File: src/rtl/des_pkg.sv
// Shared types and helpers for the DES/3DES schedule controller.
// States, block width and the EDE key-order helpers.
package des_pkg;

    typedef enum logic [2:0] {
        ST_IDLE   = 3'd0,
        ST_LOAD   = 3'd1,
        ST_IP     = 3'd2,
        ST_KEYGEN = 3'd3,
        ST_ROUND  = 3'd4,
        ST_SWAP   = 3'd5,
        ST_FP     = 3'd6,
        ST_DONE   = 3'd7
    } des_sched_state_t;

    localparam int DES_BLOCK_W = 64;

    // EDE: encrypt runs E-D-E, decrypt runs D-E-D.
    function automatic logic ede_key_rev(
        input logic       mode,
        input logic [1:0] pass
    );
        return mode ? pass[0] : ~pass[0];
    endfunction

    // Decrypt walks the key bundle backwards.
    function automatic logic [1:0] ede_key_sel(
        input logic       mode,
        input logic [1:0] pass,
        input logic [1:0] last
    );
        return mode ? pass : 2'(last - pass);
    endfunction

endpackage

File: src/rtl/des_sched_ctrl_if.sv
// Handshake and control bundle of the DES schedule controller.
// abort exists only when DES_SCHED_ABORT_EN is defined.
interface des_sched_ctrl_if #(
    parameter int ROUNDS = 16
) ();

    localparam int RW = $clog2(ROUNDS);

    logic          blk_ready;
    logic          encrypt;
    logic          out_ack;
`ifdef DES_SCHED_ABORT_EN
    logic          abort;
`endif
    logic          load_blk;
    logic          ip_en;
    logic          round_en;
    logic [RW-1:0] round_idx;
    logic [1:0]    pass_idx;
    logic [1:0]    key_sel;
    logic          key_reverse;
    logic          swap_en;
    logic          fp_en;
    logic          data_valid;
    logic          busy;

    modport master (
        input  blk_ready,
        input  encrypt,
        input  out_ack,
`ifdef DES_SCHED_ABORT_EN
        input  abort,
`endif
        output load_blk,
        output ip_en,
        output round_en,
        output round_idx,
        output pass_idx,
        output key_sel,
        output key_reverse,
        output swap_en,
        output fp_en,
        output data_valid,
        output busy
    );

    modport slave (
        output blk_ready,
        output encrypt,
        output out_ack,
`ifdef DES_SCHED_ABORT_EN
        output abort,
`endif
        input  load_blk,
        input  ip_en,
        input  round_en,
        input  round_idx,
        input  pass_idx,
        input  key_sel,
        input  key_reverse,
        input  swap_en,
        input  fp_en,
        input  data_valid,
        input  busy
    );

endinterface

File: src/rtl/des_round_counter.sv
// Round and pass counters with terminal flags.
// The pass advances (round wraps to 0) only after the last round.
module des_round_counter #(
    parameter int ROUNDS     = 16,
    parameter int NUM_PASSES = 1,
    parameter int RW         = 4
) (
    input  logic          clk,
    input  logic          n_rst,
    input  logic          clr_i,
    input  logic          adv_i,
    output logic [RW-1:0] round_o,
    output logic [1:0]    pass_o,
    output logic          last_round_o,
    output logic          last_pass_o
);

    logic [RW-1:0] round_q;
    logic [1:0]    pass_q;

    assign last_round_o = (round_q == RW'(ROUNDS - 1));
    assign last_pass_o  = (pass_q == 2'(NUM_PASSES - 1));
    assign round_o      = round_q;
    assign pass_o       = pass_q;

    // Step the round; wrap into the next pass; hold at the very end.
    always_ff @(posedge clk or negedge n_rst) begin
        if (!n_rst) begin
            round_q <= '0;
            pass_q  <= '0;
        end else if (clr_i) begin
            round_q <= '0;
            pass_q  <= '0;
        end else if (adv_i) begin
            if (!last_round_o) begin
                round_q <= round_q + 1'b1;
            end else if (!last_pass_o) begin
                round_q <= '0;
                pass_q  <= pass_q + 2'd1;
            end
        end
    end

endmodule

File: src/rtl/des_sched_ctrl.sv
// DES/3DES schedule controller: load, IP, rounds, swaps, FP, done.
// Optional abort input enabled by DES_SCHED_ABORT_EN.
module des_sched_ctrl
    import des_pkg::*;
#(
    parameter int ROUNDS        = 16,
    parameter int NUM_PASSES    = 1,
    parameter int KEYGEN_CYCLES = 1
) (
    input logic              clk,
    input logic              n_rst,
    des_sched_ctrl_if.master bus
);

    localparam int         RW   = $clog2(ROUNDS);
    localparam logic [1:0] LAST = 2'(NUM_PASSES - 1);
    localparam logic [1:0] KW   = 2'(KEYGEN_CYCLES - 1);

    if (!(NUM_PASSES == 1 || NUM_PASSES == 3)) begin : g_bad_passes
        $error("NUM_PASSES must be 1 or 3");
    end
    if (ROUNDS < 2 || ROUNDS > 64) begin : g_bad_rounds
        $error("ROUNDS must be 2..64");
    end
    if (KEYGEN_CYCLES < 1 || KEYGEN_CYCLES > 4) begin : g_bad_kg
        $error("KEYGEN_CYCLES must be 1..4");
    end

    des_sched_state_t state_q;
    logic             mode_q;
    logic [1:0]       wait_q;
    logic             load_q;
    logic             ip_q;
    logic             round_en_q;
    logic             swap_q;
    logic             fp_q;
    logic             dv_q;
    logic             busy_q;
    logic [1:0]       ksel_q;
    logic             krev_q;

    logic [RW-1:0]    round_idx;
    logic [1:0]       pass_idx;
    logic [1:0]       pass_nxt;
    logic             last_round;
    logic             last_pass;
    logic             abort_act;
    logic             cnt_clr;
    logic             cnt_adv;

`ifdef DES_SCHED_ABORT_EN
    assign abort_act = bus.abort && (state_q != ST_IDLE);
`else
    assign abort_act = 1'b0;
`endif

    assign pass_nxt = pass_idx + 2'd1;
    assign cnt_adv  = (state_q == ST_ROUND) && !abort_act;
    assign cnt_clr  = abort_act
                   || ((state_q == ST_DONE) && bus.out_ack);

    des_round_counter #(
        .ROUNDS     (ROUNDS),
        .NUM_PASSES (NUM_PASSES),
        .RW         (RW)
    ) u_cnt (
        .clk          (clk),
        .n_rst        (n_rst),
        .clr_i        (cnt_clr),
        .adv_i        (cnt_adv),
        .round_o      (round_idx),
        .pass_o       (pass_idx),
        .last_round_o (last_round),
        .last_pass_o  (last_pass)
    );

    // Schedule FSM; strobes are registered alongside the state.
    always_ff @(posedge clk or negedge n_rst) begin
        if (!n_rst) begin
            state_q    <= ST_IDLE;
            mode_q     <= 1'b0;
            wait_q     <= '0;
            load_q     <= 1'b0;
            ip_q       <= 1'b0;
            round_en_q <= 1'b0;
            swap_q     <= 1'b0;
            fp_q       <= 1'b0;
            dv_q       <= 1'b0;
            busy_q     <= 1'b0;
            ksel_q     <= '0;
            krev_q     <= 1'b0;
        end else begin
            load_q     <= 1'b0;
            ip_q       <= 1'b0;
            round_en_q <= 1'b0;
            swap_q     <= 1'b0;
            fp_q       <= 1'b0;
            if (abort_act) begin
                state_q <= ST_IDLE;
                wait_q  <= '0;
                dv_q    <= 1'b0;
                busy_q  <= 1'b0;
                ksel_q  <= '0;
                krev_q  <= 1'b0;
            end else begin
                unique case (state_q)
                    ST_IDLE: begin
                        if (bus.blk_ready) begin
                            state_q <= ST_LOAD;
                            mode_q  <= bus.encrypt;
                            load_q  <= 1'b1;
                            busy_q  <= 1'b1;
                            ksel_q  <= ede_key_sel(bus.encrypt, 2'd0, LAST);
                            krev_q  <= ede_key_rev(bus.encrypt, 2'd0);
                        end
                    end
                    ST_LOAD: begin
                        state_q <= ST_IP;
                        ip_q    <= 1'b1;
                    end
                    ST_IP: begin
                        state_q <= ST_KEYGEN;
                        wait_q  <= '0;
                    end
                    ST_KEYGEN: begin
                        if (wait_q == KW) begin
                            state_q    <= ST_ROUND;
                            round_en_q <= 1'b1;
                            wait_q     <= '0;
                        end else begin
                            wait_q <= wait_q + 2'd1;
                        end
                    end
                    ST_ROUND: begin
                        if (!last_round) begin
                            state_q <= ST_KEYGEN;
                        end else if (!last_pass) begin
                            state_q <= ST_SWAP;
                            swap_q  <= 1'b1;
                            ksel_q  <= ede_key_sel(mode_q, pass_nxt, LAST);
                            krev_q  <= ede_key_rev(mode_q, pass_nxt);
                        end else begin
                            state_q <= ST_FP;
                            fp_q    <= 1'b1;
                        end
                    end
                    ST_SWAP: begin
                        state_q <= ST_KEYGEN;
                    end
                    ST_FP: begin
                        state_q <= ST_DONE;
                        dv_q    <= 1'b1;
                    end
                    ST_DONE: begin
                        if (bus.out_ack) begin
                            state_q <= ST_IDLE;
                            dv_q    <= 1'b0;
                            busy_q  <= 1'b0;
                            ksel_q  <= '0;
                            krev_q  <= 1'b0;
                        end
                    end
                    default: state_q <= ST_IDLE;
                endcase
            end
        end
    end

    assign bus.load_blk    = load_q;
    assign bus.ip_en       = ip_q;
    assign bus.round_en    = round_en_q;
    assign bus.round_idx   = round_idx;
    assign bus.pass_idx    = pass_idx;
    assign bus.key_sel     = ksel_q;
    assign bus.key_reverse = krev_q;
    assign bus.swap_en     = swap_q;
    assign bus.fp_en       = fp_q;
    assign bus.data_valid  = dv_q;
    assign bus.busy        = busy_q;

endmodule

File: src/flat_wrapper.sv
// flat-port wrapper written by rule: the top's interface ports become plain ports
module des_sched_ctrl_flat import des_pkg::*;
#(
    parameter int ROUNDS        = 16,
    parameter int NUM_PASSES    = 1,
    parameter int KEYGEN_CYCLES = 1
)
  (clk, n_rst, bus_blk_ready, bus_encrypt, bus_out_ack, bus_load_blk, bus_ip_en, bus_round_en, bus_round_idx, bus_pass_idx, bus_key_sel, bus_key_reverse, bus_swap_en, bus_fp_en, bus_data_valid, bus_busy);
  des_sched_ctrl_if #(.ROUNDS(ROUNDS)) bus_i ();
  input logic clk;
  input logic n_rst;
  input wire logic [$bits(bus_i.blk_ready)-1:0] bus_blk_ready;
  input wire logic [$bits(bus_i.encrypt)-1:0] bus_encrypt;
  input wire logic [$bits(bus_i.out_ack)-1:0] bus_out_ack;
  output wire logic [$bits(bus_i.load_blk)-1:0] bus_load_blk;
  output wire logic [$bits(bus_i.ip_en)-1:0] bus_ip_en;
  output wire logic [$bits(bus_i.round_en)-1:0] bus_round_en;
  output wire logic [$bits(bus_i.round_idx)-1:0] bus_round_idx;
  output wire logic [$bits(bus_i.pass_idx)-1:0] bus_pass_idx;
  output wire logic [$bits(bus_i.key_sel)-1:0] bus_key_sel;
  output wire logic [$bits(bus_i.key_reverse)-1:0] bus_key_reverse;
  output wire logic [$bits(bus_i.swap_en)-1:0] bus_swap_en;
  output wire logic [$bits(bus_i.fp_en)-1:0] bus_fp_en;
  output wire logic [$bits(bus_i.data_valid)-1:0] bus_data_valid;
  output wire logic [$bits(bus_i.busy)-1:0] bus_busy;
  assign bus_i.blk_ready = bus_blk_ready;
  assign bus_i.encrypt = bus_encrypt;
  assign bus_i.out_ack = bus_out_ack;
  assign bus_load_blk = bus_i.load_blk;
  assign bus_ip_en = bus_i.ip_en;
  assign bus_round_en = bus_i.round_en;
  assign bus_round_idx = bus_i.round_idx;
  assign bus_pass_idx = bus_i.pass_idx;
  assign bus_key_sel = bus_i.key_sel;
  assign bus_key_reverse = bus_i.key_reverse;
  assign bus_swap_en = bus_i.swap_en;
  assign bus_fp_en = bus_i.fp_en;
  assign bus_data_valid = bus_i.data_valid;
  assign bus_busy = bus_i.busy;
  des_sched_ctrl #(.ROUNDS(ROUNDS), .NUM_PASSES(NUM_PASSES), .KEYGEN_CYCLES(KEYGEN_CYCLES)) u_core (.clk(clk), .n_rst(n_rst), .bus(bus_i));
endmodule
File: config.mk
export PLATFORM = sky130hd
export DESIGN_NAME = des_sched_ctrl_flat
export DESIGN_NICKNAME = d
export VERILOG_FILES = /design/src/rtl/des_pkg.sv /design/src/rtl/des_sched_ctrl_if.sv /design/src/rtl/des_round_counter.sv /design/src/rtl/des_sched_ctrl.sv /design/src/flat_wrapper.sv
export SDC_FILE = /design/constraint.sdc
export NUM_CORES = 1
export LEC_CHECK = 0
export ABC_AREA = 1
export BUFFER_PORTS_ARGS = -buffer_cell sky130_fd_sc_hd__buf_2
export CAP_MARGIN = 15
export CORE_UTILIZATION = 45
export DETAILED_ROUTE_END_ITERATION = 8
export GPL_TIMING_DRIVEN = 1
export PLACE_DENSITY = 0.66
export SETUP_SLACK_MARGIN = 0.5
export SYNTH_ARGS = -nofsm -noshare
export SYNTH_HDL_FRONTEND = slang
export SYNTH_SLANG_ARGS = --single-unit
File: constraint.sdc
create_clock -name clk -period 3.9 [get_ports clk]
set_clock_uncertainty 0.05 [all_clocks]
set_input_delay 0.585 -clock clk [delete_from_list [all_inputs] [get_ports clk]]
set_output_delay 0.585 -clock clk [all_outputs]
set_load 0.05 [all_outputs]
# Word level (Yosys, flattened, before mapping)
# Index checks and enable logic that the tools add are counted.
[classes]
add_sub_neg = 4
n_eq_ne = 15
mux = 43
bitwise = 1
n_reduce_logical = 18
[op_table]
columns = ["op", "count"]
rows = [
  ["$mux W2", 11],
  ["$pmux W3 S7", 1],
  ["$mux W1", 18],
  ["$mux W4", 4],
  ["$eq A3 B3 Y1 const B", 4],
  ["$mux W3", 4],
  ["$reduce_bool A2 Y1", 5],
  ["$reduce_and A3 Y1", 3],
  ["$ne A2 B2 Y1 const B", 4],
  ["$eq A3 B2 Y1 const B", 2],
  ["$pmux W2 S3", 1],
  ["$reduce_and A2 Y1", 3],
  ["$reduce_and A5 Y1", 1],
  ["$add A2 B1 Y2 const B", 2],
  ["$add A4 B1 Y4 const B", 1],
  ["$eq A4 B4 Y1 const B", 1],
  ["$logic_not A2 Y1", 2],
  ["$ne A2 B1 Y1 const B", 2],
  ["$pmux W1 S2", 2],
  ["$pmux W2 S2", 1],
  ["$eq A3 B1 Y1 const B", 1],
  ["$logic_not A3 Y1", 1],
  ["$ne A3 B3 Y1 const B", 1],
  ["$pmux W1 S3", 1],
  ["5 further kinds", 5],
]
[totals]
ff_bits = 22
in_bits = 5
elab_cells = 95

# Logic depth before layout (Yosys ltp)
# Gate-level depths: netlist of the first run.
[depth]
depth_word = 6
ltp_mapped = 8
ltp_nobuf = 8

# Modules after synthesis
# From an unflattened synthesis of the first run, not the netlist that was laid out.
[hier_totals]
hier_cells = 157
area_unflattened_um2 = 1263.7
[modules_own_cells]
columns = ["module", "n_inst", "cells_each", "area_each_um2"]
rows = [
  ["des_sched_ctrl", 1, 102, 868.3],
  ["des_round_counter", 1, 55, 395.4],
]

# Worst setup path before layout of the first run
# Ideal clock, no wire load.
[synth_timing]
path_kind = "register -> register"
from = "reg u_core.u_cnt.pass_q[0], in the netlist u_core.u_cnt.pass_o[0]"
to = "reg u_core.u_cnt.pass_q[0], in the netlist u_core.u_cnt.pass_o[0]"
setup_time_ns = 0.120
arrival_ns = 1.537
slack_ns = 2.194
stages_incl_launch_ff = 7
path_buffers = 0
path_cell_list = "dfrtp_1 > inv_1 > ha_1 > o21ai_0 > nand2_1 > nand2_1 > nand2_1"
[synth_between]
elab_chain_cells = 5
word_cells_on_any_way = 8
[synth_rtl]
columns = ["item", "line", "source"]
rows = [
  ["start, declared", "des_round_counter.sv:19", "logic [1:0] pass_q;"],
  ["start signal, assigned", "des_round_counter.sv:39", "pass_q <= pass_q + 2'd1;"],
  ["$add A2 B1 Y2", "des_round_counter.sv:39", ""],
  ["$mux W2", "des_round_counter.sv:37", "end else if (!last_pass_o) begin"],
  ["$mux W2", "des_round_counter.sv:35", "if (!last_round_o) begin"],
  ["$mux W2", "des_round_counter.sv:34", "end else if (adv_i) begin"],
  ["$mux W2", "des_round_counter.sv:31", "end else if (clr_i) begin"],
]
# Parallel ways exist; a longest one is shown, timed or not. The select of a mux whose other input is x is not followed.
# A chain may end at the register's enable or synchronous reset.

# Final worst setup path of the first run
[layout_timing]
from = "reg u_core.u_cnt.round_q[2], in the netlist u_core.u_cnt.round_o[2]"
to = "out bus_round_idx[2]"
[layout_lines]
columns = ["item", "line", "source"]
rows = [
  ["start, declared", "des_round_counter.sv:18", "logic [RW-1:0] round_q;"],
  ["start signal, assigned", "des_round_counter.sv:36", "round_q <= round_q + 1'b1;"],
  ["end, declared", "flat_wrapper.sv:18", "output wire logic [$bits(bus_i.round_idx)-1:0] bus_round_idx;"],
]
# No word-level cell between the ends.

==> results of run 1 <==
## metal layers
| layer | wire length [um] | part of all wire [%] | global-route usage, % |
|---|---|---|---|
| met5 | 0 | 0 | 0 |
| met1 | 985 | 47 | 22.8 |
| met2 | 1030 | 49 | 28.3 |
| met4 | 15 | 0.72 | 7.69 |
| met3 | 65 | 3.1 | 2.50 |
## through the flow
stage                     utilization [%]  hold WS (ps)
after floorplan                         -           239
after global placement               52.9           414
after detailed placement             52.9           416
after CTS                            54.3           179
after global routing                 54.3           205
final                                54.3           174
## registers in the layout, indices dropped and copies added (netlist names)
name                    flops
u_core.bus.ip_en            1
u_core.u_cnt.pass_o         2
u_core.wait_q               2
u_core.bus.load_blk         1
u_core.state_q              3
u_core.bus.busy             1
u_core.bus.swap_en          1
u_core.mode_q               1
u_core.bus.round_en         1
u_core.bus.fp_en            1
u_core.bus.key_reverse      1
u_core.bus.key_sel          2
u_core.u_cnt.round_o        4
u_core.bus.data_valid       1
## where the power goes
| part | internal [mW] | switching, mW |
|---|---|---|
| registers | 0.239 | 0.0183 |
| clock network | 0.0569 | 0.0651 |
| logic | 0.0279 | 0.0711 |
## synthesized netlist by cell type
cell type  instances  area share (%)
o21ai_0            5             2.0
nor2_4             1            0.91
nand4_1            2             1.0
xor2_1             2             1.4
nor2_1            11             3.3
nand4_2            1             1.0
nand3_2            1            0.81
nand3_1           18             7.3
nor3_1             1            0.40
nand3_4            1             1.4
a21oi_2            1            0.71
inv_2              2            0.61
ha_1               6             6.1
buf_4              1            0.61
nand2_1           40              12
nor2_8             2             3.2
inv_1             20             6.1
dfrtp_1           22              44
nand2_2            3             1.5
nand2_4            1            0.91
buf_6              2             1.8
o21ai_1            2            0.81
nor2_2             3             1.5
## area by class of cell
class                   instances  area share, %
flip-flops and latches         22           39.8
inverters                      22           5.97
well taps                      30           2.71
clock buffers                   4           2.62
repair buffers                 20           7.24
multi-input cells             101           41.6
## layout by cell type, fill, tap and decap left out, drive strengths merged
master  count
inv        22
a21oi       1
nor2       17
nand3      20
dfrtp      22
buf        20
xor2        2
o21ai       7
ha          6
nand2      44
nand4       3
nor3        1
clkbuf      4
## kinds of logic after synthesis
logic type                 share of synthesized area (%)
adders and majority gates                           6.06
buffers and inverters                               9.09
xor gates and xnor gates                            1.41
and+or+nand+nor                                     35.5
AOI/OAI and AO/OA                                   3.54
DFF                                                 44.4
## path summary, 6_finish.rpt
path                                                 to  slack, ps  cells after the start
worst min-delay path                   u_core.bus.ip_en        170                      1
min in group clk                        u_core.bus.busy        450                      2
max in group asynchronous       u_core.u_cnt.round_o[3]       3290                      1
worst max register to register  u_core.u_cnt.round_o[0]       2400                      7
worst max-delay path                   bus_round_idx[2]       2170                      1
worst min register to register          u_core.bus.busy        450                      2
## worst register-to-register path: cells and delay by family, from the launching register on
kind	cells	cell delay [ps]
compound gates	2	320
fa+ha+maj	1	270
simple gates	3	260
flops	1	460
buf+inv	1	50
==> flow_summary.ini, run 1 <==
[cts]
cts_root_buf = clkbuf_4
clock_path_buffers = 2
clkLatencyLatePin_ps = 300
clock-sinks = 22
cts-resized-gates = 0
clk_pin_slew_worst_paths_ps = 120
cts_tree = yes
numCtsBuffers = 3
cts_setup_buffers = 0
h-tree-depth = 1
postCtsHoldBufs = 0

[die]
start_util_pct = 48.7
die_y_um = 54.5
dieArea_sq_um = 2970
rows = 18
die_w_um = 54.5
coreArea_sq_um = 2540
ios = 21

[synthesis]
synthCells = 148
syn_nets = 159
syn_avg_cell_area_sq_um = 8.37
synthesis.area_sq_um = 1240
ys_types = 23
seq_area_frac_synth_pct = 44.4
ys_warn_count = 0
yosys_register_bits = 22

[power_and_ir_drop]
leakage_nw = 0.831
total_power_mw = 0.478
p_per_area_nw_per_um2 = 346
vdd_drop_max_v = 0.000194

[cells_and_area]
instances_no_fill = 199
antennaDiodeCount = 0
seq_area_sq_um = 551
fin_nets = 181
fill_cells = 231
multi_input_area_sq_um = 576
final_area_sq_um = 1380
syn_to_final_growth_pct = 11.6
drive_gt1_share_pct = 23.7

[place]
port_buffers = 20
place_ws_ps = 2410
post_dp_cell_area_sq_um = 1350
dp.cells = 195
hpwl_mm = 1.68
gp_congestion = 0.881

[route]
drt-total-wl_mm = 2.09
drt_iter0_drc = 29
drtAntennaViolNets = 0
vias = 980
first_pass_iters = 4
wl_per_cell_um = 10.5
vias_per_cell = 4.92
drc = 0

[worst_setup_path]
slowest_stage = dfrtp_1
setup.worst_path.start = u_core.u_cnt.round_o[2]
crit_path_end_kind = output pin
crit_chain = buf_2
critPathTopFamily = flip-flops
crit_arrival_ps = 1090
worstReg2RegStart = u_core.u_cnt.round_o[0]
cp-start-kind = flop
crit_type = reg -> out
cp.required_ps = 3260
critical_path_buf_inv_count = 1
cp_max_fo = 7
max_stage_delay_ps = 480

[sta]
max_slew_margin_pct = 67.3
worst_pin_slew_ps = 490
hold_viol = 0
grt_setup_unrepaired = no
period_share_pct = 44.3
tns_ps = 0
min_period_ps = 1730
fmax_ghz = 0.579
maxSlewViolCount = 0
setup_viol = 0
fin_ws_ps = 2170

[global_route]
grt_first_pass_wirelength_mm = 3.71
antenna_found_initial = 0
grt-ovfl-total = 0
grt_pass1_vias = 897
gr-usage-all-layers_pct = 17.4
grt_max_degree = 23

[min_path]
holdCritPathClass = in -> async

[run]
drv_cap = 0

[outcome]
status = complete, no violations
No activity file was read; power rests on OpenSTA's default activity.
==> run 2, diff against run 1 <==
--- a/config.mk
+++ b/config.mk
@@ -5,13 +5,13 @@
 export SDC_FILE = /design/constraint.sdc
 export NUM_CORES = 1
 export LEC_CHECK = 0
-export ABC_AREA = 1
+export ABC_AREA = 0
 export BUFFER_PORTS_ARGS = -buffer_cell sky130_fd_sc_hd__buf_2
 export CAP_MARGIN = 15
 export CORE_UTILIZATION = 45
 export DETAILED_ROUTE_END_ITERATION = 8
 export GPL_TIMING_DRIVEN = 1
-export PLACE_DENSITY = 0.66
+export PLACE_DENSITY = 0.69
 export SETUP_SLACK_MARGIN = 0.5
 export SYNTH_ARGS = -nofsm -noshare
 export SYNTH_HDL_FRONTEND = slang
==> constraint.sdc (replaced) <==
create_clock -name clk -period 1.48 [get_ports clk]
set_clock_uncertainty 0.05 [all_clocks]
set_input_delay 0.222 -clock clk [delete_from_list [all_inputs] [get_ports clk]]
set_output_delay 0.222 -clock clk [all_outputs]
set_load 0.05 [all_outputs]
==> flow_summary.ini, run 2 <==
[place]
gp_congestion = 0.788
dp.cells = 163
port_buffers = 20
place_ws_ps = 8.10
hpwl_mm = 1.77

[cts]
cts_root_buf = clkbuf_4
cts_tree = yes
clock_path_buffers = 2
clk_pin_slew_worst_paths_ps = 120
clkLatencyLatePin_ps = 330
numCtsBuffers = 3
h-tree-depth = 1
clock-sinks = 22

[synthesis]
yosys_register_bits = 22
synthCells = 116
syn_avg_cell_area_sq_um = 9.96
synthesis.area_sq_um = 1150
synth_edf_count = 0
seq_area_frac_synth_pct = 47.7
syn_nets = 127
ys_warn_count = 0
synth.most_common_cell = dfrtp_1
synthArstFlopShare_pct = 100
ys.flop_type = dfrtp_1
synth_commonest_cells = 22 x dfrtp_1, 11 x nand2_1, 10 x o21ai_0, 7 x inv_1
yosys.area.top_type = dfrtp_1
synth_top_area_share_pct = 47.7
synthTopCellsByArea = dfrtp_1 48%, ha_1 6.5%, o21ai_0 4.3%
ys_types = 37

[cells_and_area]
fill_cells = 113
largest_register_ffs = 4
layout_commonest_cell = buf_4
syn_to_final_growth_pct = 68.3
fin_nets = 186
utilization_pct = 83.8
antennaDiodeCount = 0
instances_no_fill = 202
drive_gt1_share_pct = 58.6
final_cell_mix = 26 x buf_4, 25 x buf_6, 16 x dfrtp_1

[global_route]
grt-ovfl-total = 0
grt_first_pass_wirelength_mm = 5.02
grt_max_degree = 23
antenna_found_initial = 0
gr-usage-all-layers_pct = 25.1
grt_pass1_vias = 1129

[die]
dieArea_sq_um = 2770
start_util_pct = 49.8
die_w_um = 52.7
coreArea_sq_um = 2320
rows = 17
die_y_um = 52.7
ios = 21

[outcome]
violations = setup timing
status = finished, violations left

[worst_setup_path]
crit_arrival_ps = 1700
slowest_stage = dfrtp_2
worst_r2r_endpoint = u_core.bus.key_sel[1]
crit_type = reg -> reg
crit_chain = inv_4 > ha_4 > nand4b_1 > o211ai_1 > o22ai_1
cp.required_ps = 1630
rrSetupSlack_ps = -70
cp_max_fo = 5
r2r_cells = 5
setup.worst_path.start = u_core.u_cnt.pass_o[0]
cp-start-kind = flop
max_stage_delay_ps = 420
crit_path_end_kind = flop
worstReg2RegStart = u_core.u_cnt.pass_o[0]

[route]
drc = 0
drt_iter0_drc = 30
vias = 1189
drt-total-wl_mm = 3.82
drtAntennaViolNets = 0
vias_per_cell = 5.89
first_pass_iters = 4
wl_per_cell_um = 18.9

[min_path]
holdPathEnd = u_core.mode_q
hold_depth = 3
hp-start = bus_encrypt
holdCritPathClass = in -> reg

[sta]
worst_pin_slew_ps = 527
min_period_ps = 1550
grt_setup_unrepaired = yes
maxSlewViolCount = 0
hold_viol = 0
fin_ws_ps = -68.1
period_share_pct = 105
setup_viol = 4
max_slew_margin_pct = 64.8
fmax_ghz = 0.646
whs_ps = 90.5

[run]
drv_cap = 0

[power_and_ir_drop]
vdd_drop_max_v = 0.00155
total_power_mw = 3.58
leakage_nw = 0.874
p_per_area_nw_per_um2 = 1840
-- run 2: cell types whose count changed after synthesis, moves of 4 or more --
cell and delta:
a21oi_1 +4, clkbuf_1 +5, nand3_1 -12, o21ai_0 +5
nand2_1 -29, nor2_1 -6, inv_1 -13
-- run 2: kinds of logic (layout without fill, tap and decap cells) --
family | count (synthesis) | count (layout) | synth area share [%]
simple gates | 38 | 38 | 19.4
xor+xnor | 2 | 2 | 1.52
mux | 1 | 1 | 0.975
flops | 22 | 22 | 47.7
fa+ha+maj | 6 | 6 | 6.50
buf+inv | 15 | 73 | 5.74
compound gates | 32 | 32 | 18.2
-- run 2: layout make-up --
cell class	instances	area, sq um	share of cell area, %
clock buffers	4	36.3	1.87
flip-flops and latches	22	558	28.7
multi-input cells	79	694	35.7
inverters	8	37.5	1.93
well taps	28	35.0	1.80
repair buffers	61	582	29.9
-- run 2: how the worst max path moves through the flow --
stage | end | slack, ps | cells past startpoint
5_1_grt | u_core.bus.key_sel[1] | -120 | 5
3_3_place_gp | u_core.bus.key_sel[1] | 60 | 3
6_report | u_core.bus.key_sel[1] | -70 | 5
2_1_floorplan | u_core.bus.key_reverse | -50 | 5
3_5_place_dp | u_core.bus.key_reverse | 8 | 5
4_1_cts | u_core.bus.key_sel[1] | 40 | 3
-- run 2: layer usage --
metal	routed length, um	track usage [%]	vias up
met3	146	3.77	11
li1	-	-	541
met2	1920	43.0	45
met1	1620	30.5	592
met5	0	0	-
met4	129	11.4	0
-- run 2: critical path: cells and delay by family, from the launching register on --
family	cells	cell delay [ps]
DFF	1	420
AOI/OAI and AO/OA	2	460
adders and majority gates	1	160
and+or+nand+nor	1	300
buffers and inverters	1	50
-- run 2: metrics by stage --
step	instance area, sq um	setup TNS [ps]
CTS	1710	0
floorplan	1260	-86.8
global placement	1360	0
detailed placement	1360	0
finish	1940	-181
global route	1940	-423
-- run 2: power by group --
part | switching, mW | internal, mW
sequential | 0.210 | 0.781
clock | 0.200 | 0.151
combinational | 1.20 | 1.04
total | 1.61 | 1.97
-- run 2: what timing repair did --
action	4_1_cts	5_1_grt
resized for setup	51	32
gates cloned	0	0
hold buffers	1	0
pin swaps	7	8
buffers inserted	19	15
endpoints found under the setup margin	38	38
endpoints found under the hold margin	22	0
